File: src/rtl/i2s_tx_multi.sv
// -----------------------------------------------------------------------------
// i2s_tx_multi
//   Multi-lane I2S / left-justified / right-justified serialiser. LANES stereo
//   lanes share one SCLK/LRCLK pair. Each channel is a DATA_W-bit two's
//   complement sample carried in a SLOT_W-bit slot. Samples arrive through a
//   valid/ready port backed by a one-deep holding buffer. When a frame starts
//   and the buffer is empty, the previous samples are replayed and an underrun
//   is flagged.
//
// Ports
//   clk          system clock
//   reset        synchronous, active-high reset
//   fmt          00 I2S, 01 left-justified, 10 right-justified, 11 as I2S;
//                latched at frame start
//   s_data       packed samples; lane n = s_data[(2n+2)*DATA_W-1 : 2n*DATA_W]
//                laid out as {left, right}
//   s_valid      s_data valid
//   s_ready      holding buffer empty
//   sdout        serial data, one bit per lane
//   sclk         bit clock (the DAC samples on its rising edge)
//   lrclk        word select
//   load         one-cycle pulse at each frame start
//   underrun     one-cycle pulse when a frame starts with an empty buffer
//   underrun_cnt saturating underrun count; present only when
//                I2S_TX_MULTI_UNDERRUN_CNT_EN is defined
//
// Build option
//   I2S_TX_MULTI_UNDERRUN_CNT_EN adds the underrun_cnt port and its counter.
// -----------------------------------------------------------------------------
module i2s_tx_multi #(
  parameter int DATA_W   = 24,
  parameter int SLOT_W   = 32,
  parameter int LANES    = 1,
  parameter int SCLK_DIV = 2
) (
  input  logic                        clk,
  input  logic                        reset,
  input  logic [1:0]                  fmt,
  input  logic [LANES*2*DATA_W-1:0]   s_data,
  input  logic                        s_valid,
  output logic                        s_ready,
  output logic [LANES-1:0]            sdout,
  output logic                        sclk,
  output logic                        lrclk,
  output logic                        load,
  output logic                        underrun
`ifdef I2S_TX_MULTI_UNDERRUN_CNT_EN
  ,
  output logic [15:0]                 underrun_cnt
`endif
);

  localparam int FRAME_W = 2 * SLOT_W;
  localparam int SAMP_W  = LANES * 2 * DATA_W;
  localparam int DIV_W   = (SCLK_DIV > 1) ? $clog2(SCLK_DIV) : 1;
  localparam int BCNT_W  = $clog2(FRAME_W);

  localparam logic [DIV_W-1:0]  DIV_MAX   = DIV_W'(SCLK_DIV - 1);
  localparam logic [BCNT_W-1:0] BCNT_MAX  = BCNT_W'(FRAME_W - 1);
  localparam logic [BCNT_W-1:0] BCNT_HALF = BCNT_W'(SLOT_W);

  // Places one sample in its slot. Slot bit SLOT_W-1 is sent first (k = 0).
  function automatic logic [SLOT_W-1:0] fmt_slot(input logic [DATA_W-1:0] s,
                                                 input logic [1:0]        f);
    logic [SLOT_W-1:0] lj;
    lj = SLOT_W'(s) << (SLOT_W - DATA_W);
    case (f)
      2'b01:   fmt_slot = lj;
      2'b10:   fmt_slot = SLOT_W'($signed(s));
      default: fmt_slot = lj >> 1;  // I2S: one-bit delay after the LRCLK edge
    endcase
  endfunction

  logic [DIV_W-1:0]                div_q, div_d;
  logic                            sclk_q, sclk_d;
  logic [BCNT_W-1:0]               bcnt_q, bcnt_d;
  logic                            start_q;
  logic [1:0]                      fmt_q, fmt_d;
  logic                            buf_full_q, buf_full_d;
  logic [SAMP_W-1:0]               buf_q, buf_d;
  logic [SAMP_W-1:0]               last_q, last_d;
  logic [LANES-1:0][FRAME_W-1:0]   sh_q, sh_d;
  logic [LANES-1:0]                sdout_q, sdout_d;
  logic                            lrclk_q, lrclk_d;

  logic                            tick;
  logic                            frame_start;
  logic [1:0]                      fmt_in;
  logic [1:0]                      fmt_eff;
  logic                            justified;
  logic                            xfer;
  logic [SAMP_W-1:0]               src;
  logic [DATA_W-1:0]               lane_l, lane_r;
  logic [FRAME_W-1:0]              lane_word;

  always_comb begin
    // A tick is the falling SCLK edge. start_q stands in for a tick in the
    // first cycle after reset, which keeps every frame exactly one frame period.
    tick        = sclk_q && (div_q == DIV_MAX);
    frame_start = start_q || (tick && (bcnt_q == BCNT_MAX));
    fmt_in      = (fmt == 2'b11) ? 2'b00 : fmt;
    fmt_eff     = frame_start ? fmt_in : fmt_q;
    justified   = (fmt_eff != 2'b00);
    xfer        = s_valid && !buf_full_q;
    src         = buf_full_q ? buf_q : last_q;

    div_d  = div_q;
    sclk_d = sclk_q;
    if (!start_q) begin
      if (div_q == DIV_MAX) begin
        div_d  = '0;
        sclk_d = ~sclk_q;
      end else begin
        div_d = div_q + 1'b1;
      end
    end

    bcnt_d = bcnt_q;
    if (frame_start) begin
      bcnt_d = '0;
    end else if (tick) begin
      bcnt_d = bcnt_q + 1'b1;
    end

    fmt_d = fmt_eff;

    buf_full_d = buf_full_q;
    buf_d      = buf_q;
    last_d     = last_q;
    if (frame_start) begin
      last_d     = src;
      buf_full_d = 1'b0;
    end
    // A word accepted on a frame start lands in the buffer for the next frame.
    if (xfer) begin
      buf_full_d = 1'b1;
      buf_d      = s_data;
    end

    sh_d      = sh_q;
    sdout_d   = sdout_q;
    lrclk_d   = lrclk_q;
    lane_l    = '0;
    lane_r    = '0;
    lane_word = '0;
    if (frame_start) begin
      lrclk_d = justified;  // left half: low for I2S, high otherwise
      for (int n = 0; n < LANES; n++) begin
        lane_l     = src[(2*n+2)*DATA_W-1 -: DATA_W];
        lane_r     = src[(2*n+1)*DATA_W-1 -: DATA_W];
        lane_word  = {fmt_slot(lane_l, fmt_eff), fmt_slot(lane_r, fmt_eff)};
        sdout_d[n] = lane_word[FRAME_W-1];
        sh_d[n]    = lane_word << 1;
      end
    end else if (tick) begin
      lrclk_d = (bcnt_d >= BCNT_HALF) ^ justified;
      for (int n = 0; n < LANES; n++) begin
        sdout_d[n] = sh_q[n][FRAME_W-1];
        sh_d[n]    = sh_q[n] << 1;
      end
    end
  end

  always_ff @(posedge clk) begin
    if (reset) begin
      div_q      <= '0;
      sclk_q     <= 1'b0;
      bcnt_q     <= '0;
      start_q    <= 1'b1;
      fmt_q      <= 2'b00;
      buf_full_q <= 1'b0;
      buf_q      <= '0;
      last_q     <= '0;
      sh_q       <= '0;
      sdout_q    <= '0;
      lrclk_q    <= 1'b0;
    end else begin
      div_q      <= div_d;
      sclk_q     <= sclk_d;
      bcnt_q     <= bcnt_d;
      start_q    <= 1'b0;
      fmt_q      <= fmt_d;
      buf_full_q <= buf_full_d;
      buf_q      <= buf_d;
      last_q     <= last_d;
      sh_q       <= sh_d;
      sdout_q    <= sdout_d;
      lrclk_q    <= lrclk_d;
    end
  end

  // sclk_q falls on the same clk edge that registers the new data bit, so
  // sclk, sdout and lrclk stay mutually aligned.
  assign sclk    = sclk_q;
  assign sdout   = sdout_q;
  assign lrclk   = lrclk_q;
  assign s_ready = ~buf_full_q;
  assign load    = frame_start && !reset;
  // The frame that follows reset never reports an underrun.
  assign underrun = frame_start && !buf_full_q && !start_q && !reset;

`ifdef I2S_TX_MULTI_UNDERRUN_CNT_EN
  logic [15:0] ucnt_q, ucnt_d;

  always_comb begin
    ucnt_d = ucnt_q;
    if (underrun && (ucnt_q != 16'hFFFF)) begin
      ucnt_d = ucnt_q + 16'd1;
    end
  end

  always_ff @(posedge clk) begin
    if (reset) begin
      ucnt_q <= '0;
    end else begin
      ucnt_q <= ucnt_d;
    end
  end

  assign underrun_cnt = ucnt_q;
`endif

endmodule
File: config.mk
export PLATFORM = sky130hd
export DESIGN_NAME = i2s_tx_multi
export DESIGN_NICKNAME = d
export VERILOG_FILES = /design/src/rtl/i2s_tx_multi.sv
export SDC_FILE = /design/constraint.sdc
export NUM_CORES = 1
export LEC_CHECK = 0
export ABC_AREA = 1
export CORE_MARGIN = 5
export CORE_UTILIZATION = 30
export CTS_CLUSTER_DIAMETER = 80
export DETAILED_ROUTE_END_ITERATION = 6
export PLACE_DENSITY = 0.45
export REMOVE_ABC_BUFFERS = 1
export SLEW_MARGIN = 20
export SYNTH_ARGS = -nofsm -noshare
export SYNTH_HDL_FRONTEND = slang
export SYNTH_SLANG_ARGS = --single-unit
File: constraint.sdc
create_clock -name clk -period 3.14 [get_ports clk]
set_clock_uncertainty 0.2 [all_clocks]
set_input_delay 0.628 -clock clk [delete_from_list [all_inputs] [get_ports clk]]
set_output_delay 0.628 -clock clk [all_outputs]
set_load 0.1 [all_outputs]
==> run summary, run 1 <==
The critical path data arrival time came out at 2060 ps. The routed via count is 7,047. The maximum clock rate is between 300 and 400 MHz. The total half-perimeter wirelength after legalization and detailed placement is 14,600 um. Entering global routing, the biggest net connects 115 pins. The count of buffers added on input and output ports is a little under 60. The share of layout cells above drive strength 1 is 0.0918. The number of detailed-route iterations in the first pass came out at 4. With fillers left out, the area of the finished cells amounts to 9410 um^2. The synthesized instance count came out at 1,077. The final number of setup-violating endpoints came out at 0. Row generation in the floorplan step produced 58 rows.

The sequential share of power is 0.432. The count of pins over their slew limit is 0. The tree built by TritonCTS fans out to 173 sinks. The height of the die came out at approximately 170 um. Cell internal power was estimated by the tool at 4050 uW. The first-pass GRT wire length is between 30,000 and 40,000 um. The residual DRC count came out at 0. The number of cells in the design after placement is approximately 1,400. After clock tree synthesis, the clock-pin slew on the worst setup and hold paths is 70 ps. The total inserted antenna cells is 0.

Of the synthesized area, sequential elements account for 0.446. In this run the most critical hold path is launched from buf_q[19]. The post-route minimum period is 2880 ps. The predominant post-synthesis flop cell is dfxtp_1.

The post-synthesis instance area came out at 7760 um^2. The worst setup path is of the flop to primary output kind. The weighted congestion at the end of routability-driven global placement came out at approximately 0.8. The starting density of the core is 0.306.

The depth of the CTS H-tree is 4. The part of the total power dissipated in the clock network came out at 0.415. After synthesis, the netlist uses 37 different library cells. The post-route non-filler standard cell count came out at around 1,500. The layout filler cell count is 2,733. The clock root buffer is clkbuf_16. Dividing the synthesized area by the synthesized cell count gives 7.21 um^2. The capturing point of the worst reg2reg path is sh_q[23]. The post-cts sizing count is 0. The initial DRC count is 489.

The layout-stage area growth over the synthesis result is 21.3%. Measured against its own limit, the worst slew margin works out to 0.514. The total grt overflow is 0.

Of the total power, combinational logic draws 0.153. The launch instance of the worst register-to-register path is bcnt_q[0]. The total of hold buffers inserted after clock tree synthesis came out at 0. The run finished with clean final reports.

The worst setup path is launched from a flop. The top fanout value on the critical path came out at 4. The net count of the finished layout is 1,176. The clock tree from TritonCTS is yes. The number of antenna violations at the first check in global routing is 0. After detailed placement, the total cell area comes to 8770 um^2. The worst hold path stage count came out at 2. The fraction of the cycle the final worst path needs came out at 0.918. The die footprint is 29,200 um^2. The multi-input combinational cell area is 3490 um^2.

The power consumption came out at 5560 uW. The insertion delay of the later-clocked pin in the worst-skew pair is 430 ps. Setup repair after global routing left no endpoint under its margin. The area inside the core boundary came out at 25,300 um^2. The overall die width is approximately 170 um. The hold violation count in the final report came out at 0.

The number of max-capacitance violations reported came out at 0. At the worst endpoint, the required time is 2310 ps. The detailed-route wire length per cell is 15.5 um.

STA classifies the critical path endpoint as a primary output. The number of nets with antenna violations after detailed routing came out at 0. The number of top-level pins is 59. The count of buffers added by post-CTS timing repair for setup came out at 0. Wires add up to 22,700 um. The number of buffers on the longest clock path is 2. Across the whole layout, storage elements account for around 3500 um^2. The overall track demand over capacity in global routing is 0.158. The clock buffer count from CTS came out at 17.

For hold timing, the worst endpoint is buf_q[19]. The worst hold path belongs to the class flop to flop. The worst-margin pin slew came out at approximately 720 ps.

The worst register-to-register path has a depth of 15. The number of enable flip-flop cells after synthesis came out at 0. The static leakage power is between 0.003 and 0.004 uW. The number of global-route vias before repair is ~7,000. The setup slack of the most critical reg-to-reg path came out at around 280 ps. Dividing the detail-routed via count by the number of cells gives 4.82.

In the synthesized netlist the async set-or-reset flop fraction comes to 0. In this run the power density over the cells is 590 nW/um^2. For this run, the number of Yosys warnings is 0. The register bit total from synthesis is about 170. The highest ir drop seen on vdd is 315 uV.

For this design the total switching power over the nets is 1500 uW. The switching fraction of total power is 0.271.
cell usage after synthesis (3+ instances only):
library cell	instances	area (um^2)
or2_2	3	18.8
a31oi_1	7	43.8
a21oi_1	37	185
inv_2	4	15.0
buf_2	31	155
nand3_1	29	145
inv_4	3	18.8
o21ai_1	19	95.1
buf_6	6	67.6
o21ai_0	179	896
nor3_1	7	35.0
nor2_4	4	45.0
o21bai_1	6	45.0
xor2_1	3	26.3
o211ai_1	17	128
nor2_1	121	454
dfxtp_1	173	3460
o22ai_1	70	438
ha_1	3	37.5
nand2_1	198	743
inv_1	101	379
buf_4	7	52.6
nand2_2	6	37.5
clkbuf_1	26	97.6
critical path: stages (launching register included):
cell     delay (ps)
dfxtp_1         360
ha_1            210
nand2_2          80
nor2_4          150
nand2_2         110
nand2_4          90
nand2_2          90
nor3_1          310
buf_12          230
stage by stage:
| step | setup TNS, ps | util | hold slack (ps) | setup WS (ps) |
|---|---|---|---|---|
| after floorplan | -110770 | - | 231 | -2000 |
| after global placement | 0 | 0.346 | 244 | 7.35 |
| after detailed placement | -311 | 0.346 | 247 | -48.6 |
| after CTS | 0 | 0.372 | 259 | 217 |
| after global routing | 0 | 0.372 | 285 | 59.8 |
| final | 0 | 0.372 | 254 | 256 |
worst max path at each step:
stage               from       end  slack (ps)  cells after the start
6_report       bcnt_q[0]  underrun         260                      8
3_5_place_dp      fmt[1]  sh_q[16]         -50                     12
2_1_floorplan       sclk  underrun       -2000                      6
5_1_grt        bcnt_q[0]  sh_q[14]          60                     15
3_3_place_gp      fmt[1]  sh_q[16]           7                     12
4_1_cts        bcnt_q[0]  underrun         220                      8
kinds of logic (layout without fill, tap and decap cells):
family	Yosys count	count (layout)	share of synthesized area
simple gates	375	375	0.199
compound gates	340	340	0.243
buf+inv	183	239	0.104
flops	173	173	0.446
fa+ha+maj	3	3	0.00484
xor+xnor	3	3	0.00339
per-layer routing:
| metal | track usage | part of all wire | up-vias |
|---|---|---|---|
| met5 | 0 | 0 | - |
| met3 | 0.0303 | 0.037 | 8 |
| met4 | 0.0296 | 0.0045 | 0 |
| met1 | 0.217 | 0.49 | 3278 |
| li1 | - | - | 3647 |
| met2 | 0.264 | 0.47 | 114 |
sequential cells by signal (all words and copies together) (netlist names), 2 cells and up:
signal  count
bcnt_q      6
last_q     48
sh_q       63
fmt_q       2
buf_q      48
layout make-up:
cell class | instances | area share
multi-input combinational | 721 | 0.371
sequential | 173 | 0.368
timing repair buffer | 97 | 0.104
clock buffer | 23 | 0.0508
inverter | 110 | 0.0447
tap | 330 | 0.0439
clock inverter | 9 | 0.0169
power groups by stage:
| stage | Combinational (uW) | Sequential, uW | Clock (uW) |
|---|---|---|---|
| 2_1_floorplan | 463 | 2460 | 0 |
| 6_report | 849 | 2400 | 2310 |
| 3_5_place_dp | 856 | 2450 | 0 |
| 3_3_place_gp | 854 | 2450 | 0 |
| 5_1_grt | 953 | 2420 | 2470 |
| 4_1_cts | 860 | 2400 | 2360 |
cells in the final DEF, fill, tap and decap left out, drive strengths merged, types with 4 or more instances in the layout:
cell type,instances
a21oi,39
a31oi,7
buf,45
bufinv,4
clkbuf,23
clkdlybuf4s50,52
clkinvlp,4
dfxtp,173
inv,109
nand2,205
nand3,29
nor2,128
nor3,7
o211ai,17
o21ai,198
o21bai,6
o22ai,70
or2,4
Note: power is estimated with default switching activity, not from simulation.
==> run 2: changes to the inputs <==
Settings changed: CELL_PAD_IN_SITES_DETAIL_PLACEMENT set to 1, CELL_PAD_IN_SITES_GLOBAL_PLACEMENT set to 2, PLACE_DENSITY 0.45 to 0.7.
Clock period 3.14 ns to 3.2 ns, I/O delays scaled along.
==> run 2 against run 1 <==
- hold slack got worse by 1.1 ps
- core utilization fell by 0.43 points
- cell count is 0.14% higher
- largest power group unchanged
- sequential power decreased by 2%
- routed wire length grew 8.5%
- critical path type unchanged
- power is 6.5% lower
- first-iteration DRC count down 25%
==> run summary, run 2 (synthesis gave the netlist of run 1 again) <==
In the routed design, unresolved DRC markers number 0. The combinational power share came out at 0.161. The detailed-route vias per instance came out at 4.90. The floorplan step defined a die boundary enclosing about 29,000 um^2. The number of buffers on the longest clock path is 2. The layout-stage area growth over the synthesis result came out at 19.9%. In this run, placement finished with an instance count of 1,433. The path with the worst hold slack has its endpoint at buf_q[27]. The data required time of the critical path came out at 2360 ps. During placement, the flow inserted port buffers numbering 58. The startpoint identified for the worst hold timing path is buf_q[27]. The internal power is 3660 uW. The fraction of the cycle the final worst path needs is 0.899. For the worst setup path, the data arrival time is 2040 ps. The initial DRC count is 365. Leaving out filler cells and counting taps, the final layout contains 1,465. The switching component of the power is 1530 uW. The detailed-route wire length per cell came out at 16.8 um. The multi-input combinational cell area is 3490 um^2. The final route contains just over 7,000 vias. The root buffer cell chosen for the clock tree is clkbuf_16. For this run, the total global-route usage over all layers was measured as 0.172. For the pin with the worst max-slew slack, the measured transition is 915 ps. The flow ran to the end, and the final reports show no timing, DRC or antenna violations. The static leakage power is ~0.0036 uW.

The register with the most flip-flops in the layout has 63 of them. The library cell used most frequently in the layout, excluding fill and tap cells, is nand2_1. The path class of the tightest hold or removal check is flop to flop. 59 I/O pins were placed. The worst register-to-register path ends at sh_q[20].

TritonCTS built the clock tree. The clock buffer count from CTS is 17. After global routing the overflow that remains totals 0. STA classifies the critical path startpoint as a flop. The areal power density over the cells is 559 nW/um^2. Counting the fill cells in the layout gives ~3,100.

The sequential share of power came out at 0.452. The setup path with the least slack is of type flop to primary output. The final layout contains routed wiring with a total length of 24,600 um. The first global-routing pass estimated between 40,000 and 50,000 um of wire. The overall die width came out at about 170 um. The endpoint type of the worst setup path is a primary output. The post-route minimum period is 2880 ps. The clock input transition at the sequential cells of the worst setup and hold paths is 70 ps. The highest ir drop seen on vdd is 398 uV. The weighted congestion at the end of routability-driven global placement is just under 0.8. Across the whole layout, storage elements account for 3460 um^2.

The total inserted antenna cells came out at 0. The register with the most flip-flops in the final layout is sh_q. The count of pins over their slew limit came out at 0. The part of the total power dissipated in the clock network came out at 0.387. The number of placement rows came out at 58. The height of the die came out at 171 um. The net count of the finished layout came out at 1,178. Post-CTS repair changed the size of 0 cells. The top fanout value on the critical path came out at 4. Across all hold checks on the routed design, the worst slack comes to ~250 ps. The number of nets with antenna violations after detailed routing is 0. The area inside the core boundary came out at 25,300 um^2. The depth of the CTS H-tree came out at 4.

The tree built by TritonCTS fans out to between 150 and 200 sinks. The pin count of the biggest net entering global routing came out at 115. The total half-perimeter wirelength after legalization and detailed placement is 16,200 um. The worst hold path stage count came out at 2. Setup repair after global routing left no endpoint under its margin.

The maximum clock rate came out at about 350 MHz. The power consumption came out at 5200 uW. The number of detailed-route iterations in the first pass is 6. The worst reg2reg path depth is 16. In the final layout, the share of cells above drive strength 1 is 0.0943. Measured against its own limit, the worst slew margin works out to 0.384. The startpoint identified for the worst register-to-register timing path is bcnt_q[1]. The count of buffers added by post-CTS timing repair for setup came out at 0. Max-cap violations in this run came to 0.

In the final layout, the registers with the most flip-flops are sh_q (63), buf_q (48), last_q (48). The insertion delay of the later-clocked pin in the worst-skew pair is 440 ps. In the layout the commonest cells are nand2_1 (197), o21ai_0 (179), dfxtp_1 (172), nor2_1 (121), inv_1 (101). The switching fraction of total power came out at 0.295. The hold violation count in the final report came out at 0.

The setup slack of the most critical reg-to-reg path came out at 330 ps. Setup violations remaining at the end of the flow were counted as 0. The initial utilization of the core area, before any placement, comes to 0.306. After clock tree synthesis, the flow added hold-fix buffers numbering 0. The number of antenna violations at the first check in global routing came out at 0. The number of global-route vias before repair is 7,359.
run 2: cell count changes in the layout (fill, tap and decap cells not counted), sizes merged:
cell and change:
buf +2, clkinvlp -1, clkbuf -4, bufinv -3, inv +3, clkinv +5
run 2: cell type report:
class                      instances  share of cell area
tap                              330              0.0444
timing repair buffer              99               0.103
multi-input combinational        721               0.376
sequential                       173               0.372
inverter                         110              0.0452
clock buffer                      19              0.0465
clock inverter                    13              0.0125
run 2: power groups by stage:
stage               logic (uW)  registers [uW]  clock network (uW)
finish                     839            2350                2010
global route               943            2360                2160
CTS                        856            2350                2070
detailed placement         852            2400                   0
global placement           841            2390                   0
floorplan                  455            2410                   0
run 2: how the worst max path moves through the flow:
stage / cells after the start / endpoint / from / slack (ps)
floorplan: 6 / underrun / sclk / -1950
global placement: 14 / sh_q[40] / fmt[1] / 4
CTS: 8 / underrun / bcnt_q[0] / 270
global route: 17 / sh_q[40] / bcnt_q[0] / 90
detailed placement: 13 / sh_q[18] / fmt[1] / -40
finish: 8 / underrun / bcnt_q[1] / 320
run 2: metal layers:
metal / vias up / wire length [um] / GRT usage
met5: - / 0 / 0
met3: 12 / 601 / 0.0277
met2: 79 / 11800 / 0.292
met1: 3431 / 12100 / 0.232
met4: 0 / 167 / 0.0386
li1: 3658 / - / -
run 2: worst max-delay path: stages, from the launching register on:
cell and delay (ps):
dfxtp_1 370, ha_1 240, nand2_2 80, nor2_4 150
nand2_2 110, nand2_4 80, nand2_2 50, nor3_1 290
buf_12 230
run 2: through the flow:
stage	util	area, um^2	setup TNS (ps)	setup slack (ps)
after detailed placement	0.346	8750	-162	-36.8
final	0.367	9300	0	323
after global routing	0.367	9300	0	88.0
after global placement	0.346	8750	0	3.94
after floorplan	-	7370	-102200	-1950
after CTS	0.367	9300	0	275
